[config.mk]
export PLATFORM = sky130hd
export DESIGN_NAME = rob_retire
export DESIGN_NICKNAME = d
export VERILOG_FILES = /design/src/rtl/rob_retire_pkg.sv /design/src/rtl/rob_retire.sv
export SDC_FILE = /design/constraint.sdc
export NUM_CORES = 1
export LEC_CHECK = 0
export CORE_UTILIZATION = 40
export CTS_CLUSTER_SIZE = 14
export DETAILED_ROUTE_END_ITERATION = 12
export PLACE_DENSITY_LB_ADDON = 0.08
export SYNTH_ARGS = -nofsm -noshare
export SYNTH_HDL_FRONTEND = slang
export SYNTH_SLANG_ARGS = --single-unit
[constraint.sdc]
create_clock -name clk -period 6.55 [get_ports clk]
set_clock_uncertainty 0.2 [all_clocks]
set_input_delay 0.655 -clock clk [delete_from_list [all_inputs] [get_ports clk]]
set_output_delay 0.655 -clock clk [all_outputs]
set_load 0.02 [all_outputs]
[src/rtl/rob_retire_pkg.sv]
// Shared types and sizes for the reorder buffer back end.
// Row layout and the free-pool release packet live here so rename can reuse them.
package rob_retire_pkg;

  localparam int unsigned ROB_DEPTH = 16;
  localparam int unsigned IDX_W     = 4;
  localparam int unsigned PREG_W    = 6;

  typedef struct packed {
    logic              v;
    logic              done;
    logic [PREG_W-1:0] pd;
    logic [PREG_W-1:0] old_pd;
    logic [31:0]       pc;
  } rob_row_t;

  typedef struct packed {
    logic              valid;
    logic [PREG_W-1:0] preg;
  } retire_pkt_t;

endpackage

[src/rtl/rob_retire.sv]
// 16-entry reorder buffer: dual allocate, dual writeback, in-order dual retire.
// Retiring rows hand their previous physical destination back to the rename free pool.
module rob_retire
  import rob_retire_pkg::*;
(
  input  logic              clk,
  input  logic              rst,
  input  logic              alloc_req_1,
  input  logic [PREG_W-1:0] alloc_pd_1,
  input  logic [PREG_W-1:0] alloc_old_pd_1,
  input  logic [31:0]       alloc_pc_1,
  input  logic              alloc_req_2,
  input  logic [PREG_W-1:0] alloc_pd_2,
  input  logic [PREG_W-1:0] alloc_old_pd_2,
  input  logic [31:0]       alloc_pc_2,
  output logic              alloc_ready,
  output logic [IDX_W-1:0]  alloc_idx_1,
  output logic [IDX_W-1:0]  alloc_idx_2,
  input  logic              wb_valid_1,
  input  logic [IDX_W-1:0]  wb_rob_idx_1,
  input  logic              wb_valid_2,
  input  logic [IDX_W-1:0]  wb_rob_idx_2,
  output logic              free_valid_1,
  output logic [PREG_W-1:0] free_preg_1,
  output logic              free_valid_2,
  output logic [PREG_W-1:0] free_preg_2,
  output logic [1:0]        retire_count,
  output logic [IDX_W:0]    count,
  output logic              empty
);

  localparam int unsigned CNT_W = IDX_W + 1;

  rob_row_t         rob_q [ROB_DEPTH];
  rob_row_t         rob_d [ROB_DEPTH];
  logic [IDX_W-1:0] head_q, head_d, tail_q, tail_d, head_nx, slot2_idx;
  logic [CNT_W-1:0] count_q, count_d;
  logic             alloc_ready_q, alloc_ready_d;
  retire_pkt_t      pkt_1_q, pkt_1_d, pkt_2_q, pkt_2_d;
  logic [1:0]       retire_count_q, retire_count_d;
  logic [1:0]       alloc_n;
  logic             a1, a2, r1, r2;

  // Gated requests: anything arriving while not ready is dropped.
  assign a1        = alloc_req_1 & alloc_ready_q;
  assign a2        = alloc_req_2 & alloc_ready_q;
  assign slot2_idx = tail_q + IDX_W'(alloc_req_1);
  assign head_nx   = head_q + IDX_W'(1);

  assign r1 = rob_q[head_q].v & rob_q[head_q].done;
  assign r2 = r1 & rob_q[head_nx].v & rob_q[head_nx].done;

  assign alloc_n        = {1'b0, a1} + {1'b0, a2};
  assign retire_count_d = {1'b0, r1} + {1'b0, r2};
  assign head_d         = head_q + IDX_W'(retire_count_d);
  assign tail_d         = tail_q + IDX_W'(alloc_n);
  assign count_d        = count_q + CNT_W'(alloc_n) - CNT_W'(retire_count_d);
  assign alloc_ready_d  = (count_d <= CNT_W'(ROB_DEPTH - 2));

  // Rows being allocated never overlap rows being retired: alloc_ready keeps two free.
  always_comb begin
    rob_d = rob_q;
    if (wb_valid_1 && rob_q[wb_rob_idx_1].v) rob_d[wb_rob_idx_1].done = 1'b1;
    if (wb_valid_2 && rob_q[wb_rob_idx_2].v) rob_d[wb_rob_idx_2].done = 1'b1;
    if (r1) rob_d[head_q]  = '0;
    if (r2) rob_d[head_nx] = '0;
    if (a1) begin
      rob_d[tail_q] = '{v: 1'b1, done: 1'b0, pd: alloc_pd_1, old_pd: alloc_old_pd_1,
                        pc: alloc_pc_1};
    end
    if (a2) begin
      rob_d[slot2_idx] = '{v: 1'b1, done: 1'b0, pd: alloc_pd_2, old_pd: alloc_old_pd_2,
                           pc: alloc_pc_2};
    end
  end

  // p0 is the hard zero register and is never returned to the pool.
  always_comb begin
    pkt_1_d.valid = r1 & (rob_q[head_q].old_pd != '0);
    pkt_1_d.preg  = r1 ? rob_q[head_q].old_pd : '0;
    pkt_2_d.valid = r2 & (rob_q[head_nx].old_pd != '0);
    pkt_2_d.preg  = r2 ? rob_q[head_nx].old_pd : '0;
  end

  always_ff @(posedge clk) begin
    if (rst) begin
      for (int i = 0; i < ROB_DEPTH; i++) rob_q[i] <= '0;
      head_q         <= '0;
      tail_q         <= '0;
      count_q        <= '0;
      alloc_ready_q  <= 1'b1;
      pkt_1_q        <= '0;
      pkt_2_q        <= '0;
      retire_count_q <= '0;
    end else begin
      rob_q          <= rob_d;
      head_q         <= head_d;
      tail_q         <= tail_d;
      count_q        <= count_d;
      alloc_ready_q  <= alloc_ready_d;
      pkt_1_q        <= pkt_1_d;
      pkt_2_q        <= pkt_2_d;
      retire_count_q <= retire_count_d;
    end
  end

  // pd and pc travel with the row for debug visibility; retirement does not consume them.
  logic unused_row;
  assign unused_row = ^{rob_q[head_q].pd, rob_q[head_q].pc};

  assign alloc_ready  = alloc_ready_q;
  assign alloc_idx_1  = tail_q;
  assign alloc_idx_2  = slot2_idx;
  assign free_valid_1 = pkt_1_q.valid;
  assign free_preg_1  = pkt_1_q.preg;
  assign free_valid_2 = pkt_2_q.valid;
  assign free_preg_2  = pkt_2_q.preg;
  assign retire_count = retire_count_q;
  assign count        = count_q;
  assign empty        = (count_q == '0);

endmodule

==> results of run 1 <==
-- cell type report --
type | count | area [sq um]
Clock buffer | 18 | 439
Clock inverter | 14 | 134
Fill cell | 2408 | 13300
Inverter | 26 | 97.6
Multi-Input combinational cell | 821 | 6370
Sequential cell | 158 | 3170
Tap cell | 324 | 405
Timing Repair Buffer | 70 | 663
-- synth_stat cells (5+ instances only) --
master / count
a221oi_1: 15
buf_1: 21
a21oi_1: 17
nor2_1: 136
nor4_1: 8
inv_1: 25
nor4b_1: 15
nor3_1: 6
buf_4: 9
dfxtp_1: 158
a31oi_1: 21
and2_1: 20
xor2_1: 5
o2111ai_1: 11
buf_2: 8
clkbuf_1: 53
nand2_1: 140
xnor2_1: 8
ha_1: 20
o211ai_2: 6
nor2b_1: 16
nand3_1: 47
o21bai_1: 6
and3_1: 13
mux4_2: 76
a311oi_1: 90
nand4_1: 93
-- layer usage --
metal / up-vias / GRT usage
li1: 4265 / -
met1: 4834 / 0.418
met2: 512 / 0.468
met3: 81 / 0.0597
met4: 2 / 0.127
met5: - / 0
-- worst max-delay path, delay by kind of cell (launching register included) --
family / cells / cell delay (ps)
adders and majority gates: 5 / 1670
buffers and inverters: 4 / 900
AOI/OAI and AO/OA: 3 / 700
and+or+nand+nor: 4 / 480
muxes: 1 / 390
DFF: 1 / 350
xor gates and xnor gates: 1 / 160
-- flip-flops by register name (all words and copies together) (netlist names) --
name / cells
head_q: 4
free_valid_1: 1
free_valid_2: 1
rob_q: 128
count: 5
alloc_idx_1: 4
free_preg_1: 6
alloc_ready: 1
free_preg_2: 6
retire_count: 2
-- power groups by stage --
stage | clock network [mW] | registers (mW) | logic, mW
CTS | 1.01 | 1.17 | 0.798
floorplan | 0 | 1.16 | 0.527
global route | 1.05 | 1.18 | 0.870
finish | 1.00 | 1.17 | 0.804
global placement | 0 | 1.19 | 0.786
detailed placement | 0 | 1.19 | 0.795
-- kinds of logic (layout without fill, tap and decap cells) --
kind of cell,count (synthesis),after routing,share of synthesized area
AOI/OAI and AO/OA,191,191,0.165
xor gates and xnor gates,13,13,0.0113
adders and majority gates,24,24,0.0328
buffers and inverters,121,128,0.0532
DFF,158,158,0.314
muxes,76,76,0.170
and+or+nand+nor,517,517,0.254
-- worst paths after layout --
path / end / cells after the start / start / slack (ps)
hold reg to reg: rob_q[725] / 2 / rob_q[725] / 320
setup / recovery: alloc_ready / 18 / head_q[0] / 1610
setup reg to reg: alloc_ready / 18 / head_q[0] / 1610
hold / removal: rob_q[725] / 2 / rob_q[725] / 320
==> impl_metrics.py, run 1 <==
metrics = {
    "power": {
        "power_leakage_nw": 3.57,
        "intPower_mw": 1.93,
        "power_mw": 2.98,
        "p_comb_frac": 0.270,
        "clkPwrFrac": 0.337,
        "switching_share": 0.351,
        "pwr-share-seq": 0.394,
        "switchingPower_mw": 1.05,
        "power_density_mw_per_mm2": 264,
        "ir_drop_uv": 194,
    },
    "route": {
        "drc": 0,
        "dr.max_layer_used": "met5",
        "firstDrtPassIters": 7,
        "route.met2.wl_microns": 17700,
        "drt-initial-drc-count": 1039,
        "wl_per_cell_microns": 27.1,
        "via_per_inst": 6.77,
        "ant_nets": 0,
        "wl_met3_microns": 3090,
        "wl_met1_microns": 16600,
        "vias": 9694,
        "totalWireLength_microns": 38800,
    },
    "global_routing": {
        "grt_antenna_before_repair": 1,
        "grt_pass1_wl_microns": 58200,
        "grt_pass1_vias": 9051,
        "grt_max_degree": 71,
        "gr-total-overflow": 0,
        "grt_usage": 0.305,
    },
    "layout": {
        "drive_above_1_share": 0.130,
        "layout.cells.non_filler": 1431,
        "diodes": 0,
        "most-common-layout-cells": "dfxtp_1 (156), nand2_1 (140), nor2_1 (136), nand4_1 (93), a311oi_1 (90)",
        "utilization": 0.460,
        "area_growth_syn_to_layout_pct": 12.1,
        "nets": 1220,
        "final_area_sq_mm": 0.0113,
        "final_common_cell": "dfxtp_1",
    },
    "setup_path": {
        "worstPathCellList": "buf_4 -> inv_2 -> ha_1 -> buf_4 -> mux4_2 -> nor2_1 -> nor2_1 -> a21oi_1 -> ha_1 -> ha_1 -> inv_1 -> ha_1 -> fa_1 -> a21oi_1 -> nor2_1 -> nor2_1 -> xnor2_1 -> o32a_1",
        "criticalPathCategory": "flip-flop to flip-flop",
        "required_ps": 6730,
        "critPathArrivalTime_ps": 5120,
        "slowest_delay_ps": 460,
        "crit_fanout": 33,
        "end_kind": "flip-flop",
        "critPathLaunchType": "flip-flop",
        "critical_path.slowest_cell": "fa_1",
    },
    "die": {
        "rows": 57,
        "die_y_microns": 161,
        "dieArea_sq_mm": 0.0258,
        "ios": 133,
        "die_w_microns": 161,
        "core_area_sq_mm": 0.0245,
        "start_util": 0.410,
    },
    "logic_synthesis": {
        "synth-async-reset-ratio": 0,
        "synthesis.area_sq_mm": 0.0101,
        "synth_area_leaders": "dfxtp_1 (31%), mux4_2 (17%), a311oi_1 (7.8%), nand4_1 (5.8%), nand2_1 (5.2%)",
        "avgSynthCellArea_sq_um": 9.15,
        "synth_flop_cell": "dfxtp_1",
        "synth_seq_cells": 158,
        "synth-edff-count": 0,
        "synth_nets": 1226,
        "synth_largest_area_cell": "dfxtp_1",
        "synthCells": 1100,
        "seq_area_frac_synth": 0.314,
        "synth.distinct_cells": 54,
        "synth_top_area_share": 0.314,
        "ys_warn_count": 0,
    },
    "clock_tree": {
        "clock-sinks": 158,
        "cts_tree": "yes",
        "ctsRootBufferMaster": "clkbuf_16",
        "hold_buffers": 0,
        "cts_buffers": 17,
        "clk_path_buf_depth": 2,
        "cts_resized": 0,
        "cts_setup_buffers": 0,
        "clk_pin_slew_worst_paths_ps": 70,
        "clk_latency_ps": 440,
        "cts_htree_levels": 4,
    },
    "placed_design": {
        "placed_area_sq_mm": 0.0107,
        "dpl.cell_count": 1399,
        "place_ws_ps": 1600,
        "dp_hpwl_microns": 27300,
        "gp_congestion": 0.973,
        "portBuffers": 56,
    },
    "timing": {
        "drv_slew": 0,
        "fmax_mhz": 202,
        "rsz0062_at_grt": "no",
        "fin_crit_ps": 4940,
        "finalSetupViolCount": 0,
        "setup_ws_ps": 1610,
        "fin_tns_setup_ps": 0,
        "period_share": 0.754,
        "holdWs_ps": 316,
        "slew_headroom": 0.234,
        "worst_pin_slew_ps": 1150,
        "finalHoldViolCount": 0,
    },
    "worst_hold_path": {
        "hp-class": "flip-flop to flip-flop",
    },
    "run": {
        "cap_violations": 0,
    },
    "run_status": {
        "status": "complete, no violations",
    },
}
No activity file was read; power rests on OpenSTA's default activity.
==> inputs of run 2 (changes only) <==
==> constraint.sdc (replaced) <==
create_clock -name clk -period 4.84 [get_ports clk]
set_clock_uncertainty 0.2 [all_clocks]
set_input_delay 0.484 -clock clk [delete_from_list [all_inputs] [get_ports clk]]
set_output_delay 0.484 -clock clk [all_outputs]
set_load 0.02 [all_outputs]
==> run 2 against run 1 <==
Net effect:
- die area unchanged
- flip-flop and latch count did not move
- largest power group unchanged
- cell area is 0.58% higher
- global-route usage rose by 0.48 points
- setup slack lost 1300 ps
- core utilization grew 0.27 points
- clock power rose by 42%
- clock-buffer cell count up 1
- routed wire length grew 2.5%
==> impl_metrics.py, run 2 (synthesis results as in run 1) <==
metrics = {
    "global_routing": {
        "gr-total-overflow": 0,
        "grt_pass1_vias": 8978,
        "grt_antenna_before_repair": 0,
        "grt_pass1_wl_microns": 59100,
        "grt_usage": 0.310,
        "grt_max_degree": 76,
    },
    "clock_tree": {
        "clk_pin_slew_worst_paths_ps": 70,
        "hold_buffers": 0,
        "clk_path_buf_depth": 2,
        "cts_buffers": 17,
        "cts_tree": "yes",
        "clk_latency_ps": 440,
        "clock-sinks": 158,
        "ctsRootBufferMaster": "clkbuf_16",
        "cts_resized": 0,
        "cts_setup_buffers": 0,
        "cts_htree_levels": 4,
    },
    "setup_path": {
        "critPathLaunchType": "flip-flop",
        "timing.reg2reg.setup_slack_ps": 270,
        "end_kind": "flip-flop",
        "crit_fanout": 5,
        "crit_path_frequent_cell": "ha_1",
        "required_ps": 4970,
        "slowest_delay_ps": 620,
        "critical_path.slowest_cell": "mux4_2",
        "worstPathCellList": "ha_1 -> xnor2_1 -> mux4_2 -> a32oi_4 -> o21ai_2 -> a21oi_1 -> ha_1 -> ha_1 -> inv_1 -> ha_1 -> fa_1 -> nor2b_1 -> nand2_1 -> o32a_1",
        "criticalPathCategory": "flip-flop to flip-flop",
        "critPathArrivalTime_ps": 4700,
    },
    "layout": {
        "regMostFlops": "rob_q",
        "regArea_sq_mm": 0.00317,
        "area_growth_syn_to_layout_pct": 12.7,
        "most-common-layout-cells": "dfxtp_1 (156), nand2_1 (140), nor2_1 (136), nand4_1 (93), a311oi_1 (90)",
        "multi_input_area_sq_mm": 0.00637,
        "largest_reg_flops": 128,
        "diodes": 0,
        "fillCellCount": 2431,
        "drive_above_1_share": 0.132,
        "nets": 1225,
        "final_common_cell": "dfxtp_1",
    },
    "timing": {
        "fmax_mhz": 219,
        "fin_tns_setup_ps": 0,
        "fin_crit_ps": 4570,
        "worst_pin_slew_ps": 1180,
        "rsz0062_at_grt": "no",
        "finalSetupViolCount": 0,
        "finalHoldViolCount": 0,
        "period_share": 0.944,
        "slew_headroom": 0.211,
        "drv_slew": 0,
    },
    "power": {
        "ir_drop_uv": 281,
        "power_mw": 4.13,
        "power_leakage_nw": 3.61,
        "power_density_mw_per_mm2": 364,
    },
    "route": {
        "ant_nets": 0,
        "via_per_inst": 6.75,
        "wl_per_cell_microns": 27.7,
        "firstDrtPassIters": 8,
        "totalWireLength_microns": 39700,
        "vias": 9697,
        "drt-initial-drc-count": 1045,
        "drc": 0,
    },
    "worst_hold_path": {
        "hp-class": "flip-flop to flip-flop",
    },
    "die": {
        "core_area_sq_mm": 0.0245,
        "dieArea_sq_mm": 0.0258,
        "die_y_microns": 161,
        "rows": 57,
        "die_w_microns": 161,
        "start_util": 0.410,
        "ios": 133,
    },
    "run": {
        "cap_violations": 0,
    },
    "run_status": {
        "status": "complete, no violations",
    },
    "placed_design": {
        "gp_congestion": 0.951,
        "dp_hpwl_microns": 27800,
        "portBuffers": 56,
    },
}
==> run 2: critical path: cells and delay by family, from the launching register on <==
family / cells / cell delay (ps)
fa+ha+maj: 5 / 1580
compound gates: 4 / 900
xor+xnor: 1 / 520
simple gates: 2 / 260
mux: 1 / 620
buf+inv: 1 / 30
flops: 1 / 350
==> run 2: cell type report <==
class                           instances  area share
Sequential cell                       158       0.279
Inverter                               26     0.00860
Timing Repair Buffer                   75      0.0618
Tap cell                              324      0.0357
Multi-Input combinational cell        821       0.562
Clock inverter                         13      0.0148
Clock buffer                           19      0.0382
==> run 2: routing by layer <==
layer  vias to the layer above  GRT usage  routed length, microns
met5                         -          0                       0
met4                         0      0.135                    1590
met1                      4726      0.418                   16500
met3                       102     0.0677                    3720
li1                       4279          -                       -
met2                       590      0.476                   17900
==> run 2: where the power goes <==
| group | leakage [nW] | internal (mW) | switching [mW] |
|---|---|---|---|
| logic | 2.04 | 0.468 | 0.692 |
| clock network | 0.287 | 0.816 | 0.608 |
| registers | 1.28 | 1.43 | 0.115 |
| total | 3.61 | 2.71 | 1.41 |
==> run 2: worst paths after layout <==
check / endpoint / cells past startpoint / from
worst max-delay path: alloc_ready / 14 / head_q[0]
worst min-delay path: rob_q[82] / 2 / rob_q[82]
worst max register to register: alloc_ready / 14 / head_q[0]
worst min register to register: rob_q[82] / 2 / rob_q[82]
==> run 2: through the flow <==
stage	utilization	setup WS [ps]	hold slack [ps]	cell area, sq um	instances
2_1_floorplan	-	271	269	10100	1100
3_3_place_gp	0.438	322	291	10700	1404
3_5_place_dp	0.438	298	297	10700	1404
4_1_cts	0.462	282	308	11300	1436
5_1_grt	0.462	70.4	323	11300	1436
6_report	0.462	273	312	11300	1436
==> inputs of run 3 (changes only) <==
--- a/config.mk
+++ b/config.mk
@@ -6,8 +6,8 @@
 export NUM_CORES = 1
 export LEC_CHECK = 0
 export CORE_UTILIZATION = 40
-export CTS_CLUSTER_SIZE = 14
 export DETAILED_ROUTE_END_ITERATION = 12
+export MAX_ROUTING_LAYER = met4
 export PLACE_DENSITY_LB_ADDON = 0.08
 export SYNTH_ARGS = -nofsm -noshare
 export SYNTH_HDL_FRONTEND = slang
==> run 3 against run 2 <==
Net effect:
- clock power barely moved
- global-route usage rose by 1.0 points
- clock-buffer cell count did not move
- core utilization did not move
- flip-flop and latch count did not move
- cell area did not move
- setup slack barely moved
- via count rose by 0.31%
- sequential power barely moved
- register-to-register slack barely moved
- first-iteration DRC count rose by 3.3%
- non-clock buffer count did not move
- critical endpoint unchanged
- largest cell class unchanged
- highest routed layer unchanged
==> impl_metrics.py, run 3 (synthesis results as in run 1) <==
metrics = {
    "clock_tree": {
        "clock-sinks": 158,
        "ctsRootBufferMaster": "clkbuf_16",
        "cts_buffers": 17,
        "clk_pin_slew_worst_paths_ps": 70,
        "clk_latency_ps": 440,
        "cts_tree": "yes",
        "hold_buffers": 0,
        "clk_path_buf_depth": 2,
        "cts_setup_buffers": 0,
        "cts_htree_levels": 4,
        "cts_resized": 0,
    },
    "setup_path": {
        "timing.reg2reg.setup_slack_ps": 270,
        "critPathArrivalTime_ps": 4700,
        "slowest_delay_ps": 620,
        "worstPathCellList": "ha_1 -> xnor2_1 -> mux4_2 -> a32oi_4 -> o21ai_2 -> a21oi_1 -> ha_1 -> ha_1 -> inv_1 -> ha_1 -> fa_1 -> nor2b_1 -> nand2_1 -> o32a_1",
        "crit_fanout": 5,
        "timing.rr.end": "alloc_ready",
        "critical_path.slowest_cell": "mux4_2",
        "criticalPathCategory": "flip-flop to flip-flop",
        "crit_path_frequent_cell": "ha_1",
        "crit_start": "head_q[0]",
        "critPathLaunchType": "flip-flop",
        "r2r_cells": 14,
        "end_kind": "flip-flop",
        "r2r_start": "head_q[0]",
        "endpoint": "alloc_ready",
        "required_ps": 4970,
    },
    "timing": {
        "setup_ws_ps": 273,
        "rsz0062_at_grt": "no",
        "slew_headroom": 0.226,
        "finalSetupViolCount": 0,
        "fmax_mhz": 219,
        "period_share": 0.944,
        "fin_tns_setup_ps": 0,
        "finalHoldViolCount": 0,
        "drv_slew": 0,
        "fin_crit_ps": 4570,
        "worst_pin_slew_ps": 1160,
    },
    "placed_design": {
        "portBuffers": 56,
        "dpl.cell_count": 1404,
        "placed_area_sq_mm": 0.0107,
        "gp_congestion": 0.969,
        "place_ws_ps": 298,
        "dp_hpwl_microns": 27800,
    },
    "global_routing": {
        "grt_pass1_vias": 8968,
        "grt_usage": 0.320,
        "gr-total-overflow": 0,
        "grt_antenna_before_repair": 0,
        "grt_pass1_wl_microns": 59200,
        "grt_max_degree": 76,
    },
    "layout": {
        "largest_reg_flops": 128,
        "fillCellCount": 2431,
        "most-common-layout-cells": "dfxtp_1 (156), nand2_1 (140), nor2_1 (136), nand4_1 (93), a311oi_1 (90)",
        "final_common_cell": "dfxtp_1",
        "diodes": 0,
        "regMostFlops": "rob_q",
        "final_area_sq_mm": 0.0113,
        "area_growth_syn_to_layout_pct": 12.7,
        "utilization": 0.462,
        "drive_above_1_share": 0.132,
        "nets": 1225,
        "layout.cells.non_filler": 1436,
    },
    "power": {
        "power_leakage_nw": 3.61,
        "ir_drop_uv": 278,
        "power_density_mw_per_mm2": 363,
    },
    "run_status": {
        "status": "complete, no violations",
    },
    "die": {
        "die_y_microns": 161,
        "die_w_microns": 161,
        "dieArea_sq_mm": 0.0258,
        "start_util": 0.410,
        "core_area_sq_mm": 0.0245,
        "ios": 133,
        "rows": 57,
    },
    "route": {
        "wl_per_cell_microns": 27.7,
        "via_per_inst": 6.77,
        "ant_nets": 0,
        "totalWireLength_microns": 39700,
        "drt-initial-drc-count": 1079,
        "drc": 0,
        "vias": 9727,
        "firstDrtPassIters": 7,
    },
    "run": {
        "cap_violations": 0,
    },
    "worst_hold_path": {
        "hp-class": "flip-flop to flip-flop",
    },
}
==> run 3: cell counts in the layout (fill, tap and decap cells not counted) <==
Identical to the previous run, type by type.
==> run 3: routing by layer <==
metal,global-route usage,routed length [microns],up-vias
met5,-,0,-
met4,0.132,1600,0
met3,0.0576,3620,98
met2,0.477,18000,587
met1,0.427,16600,4773
li1,-,-,4269
==> run 3: final cells by class <==
class | count | area (sq um) | area share
clock inverters | 13 | 168 | 0.0148
flip-flops and latches | 158 | 3170 | 0.279
inverters | 26 | 97.6 | 0.00860
multi-input cells | 821 | 6370 | 0.562
well taps | 324 | 405 | 0.0357
repair buffers | 75 | 701 | 0.0618
clock buffers | 19 | 433 | 0.0382
==> run 3: power breakdown <==
group	internal [mW]	switching, mW
combinational	0.468	0.687
clock	0.816	0.610
sequential	1.43	0.116
total	2.71	1.41
==> run 3: stage by stage <==
stage                     hold slack [ps]  power (mW)
after detailed placement              297        2.70
after floorplan                       269        2.28
after CTS                             308        4.11
after global routing                  323        4.28
final                                 305        4.12
after global placement                291        2.69
==> run 3: critical path, delay by kind of cell (launching register included) <==
family / cells / cell delay (ps)
compound gates: 4 / 910
xor+xnor: 1 / 510
fa+ha+maj: 5 / 1580
buf+inv: 1 / 30
flops: 1 / 350
mux: 1 / 620
simple gates: 2 / 260
==> run 3: worst min-delay path by stage <==
| stage | start | endpoint | slack [ps] | depth (start not counted) |
|---|---|---|---|---|
| floorplan | rob_q[312] | rob_q[312] | 270 | 2 |
| global placement | rob_q[82] | rob_q[82] | 290 | 2 |
| detailed placement | rob_q[82] | rob_q[82] | 300 | 2 |
| CTS | rob_q[82] | rob_q[82] | 310 | 2 |
| global route | rob_q[82] | rob_q[82] | 320 | 2 |
| finish | rob_q[82] | rob_q[82] | 300 | 2 |
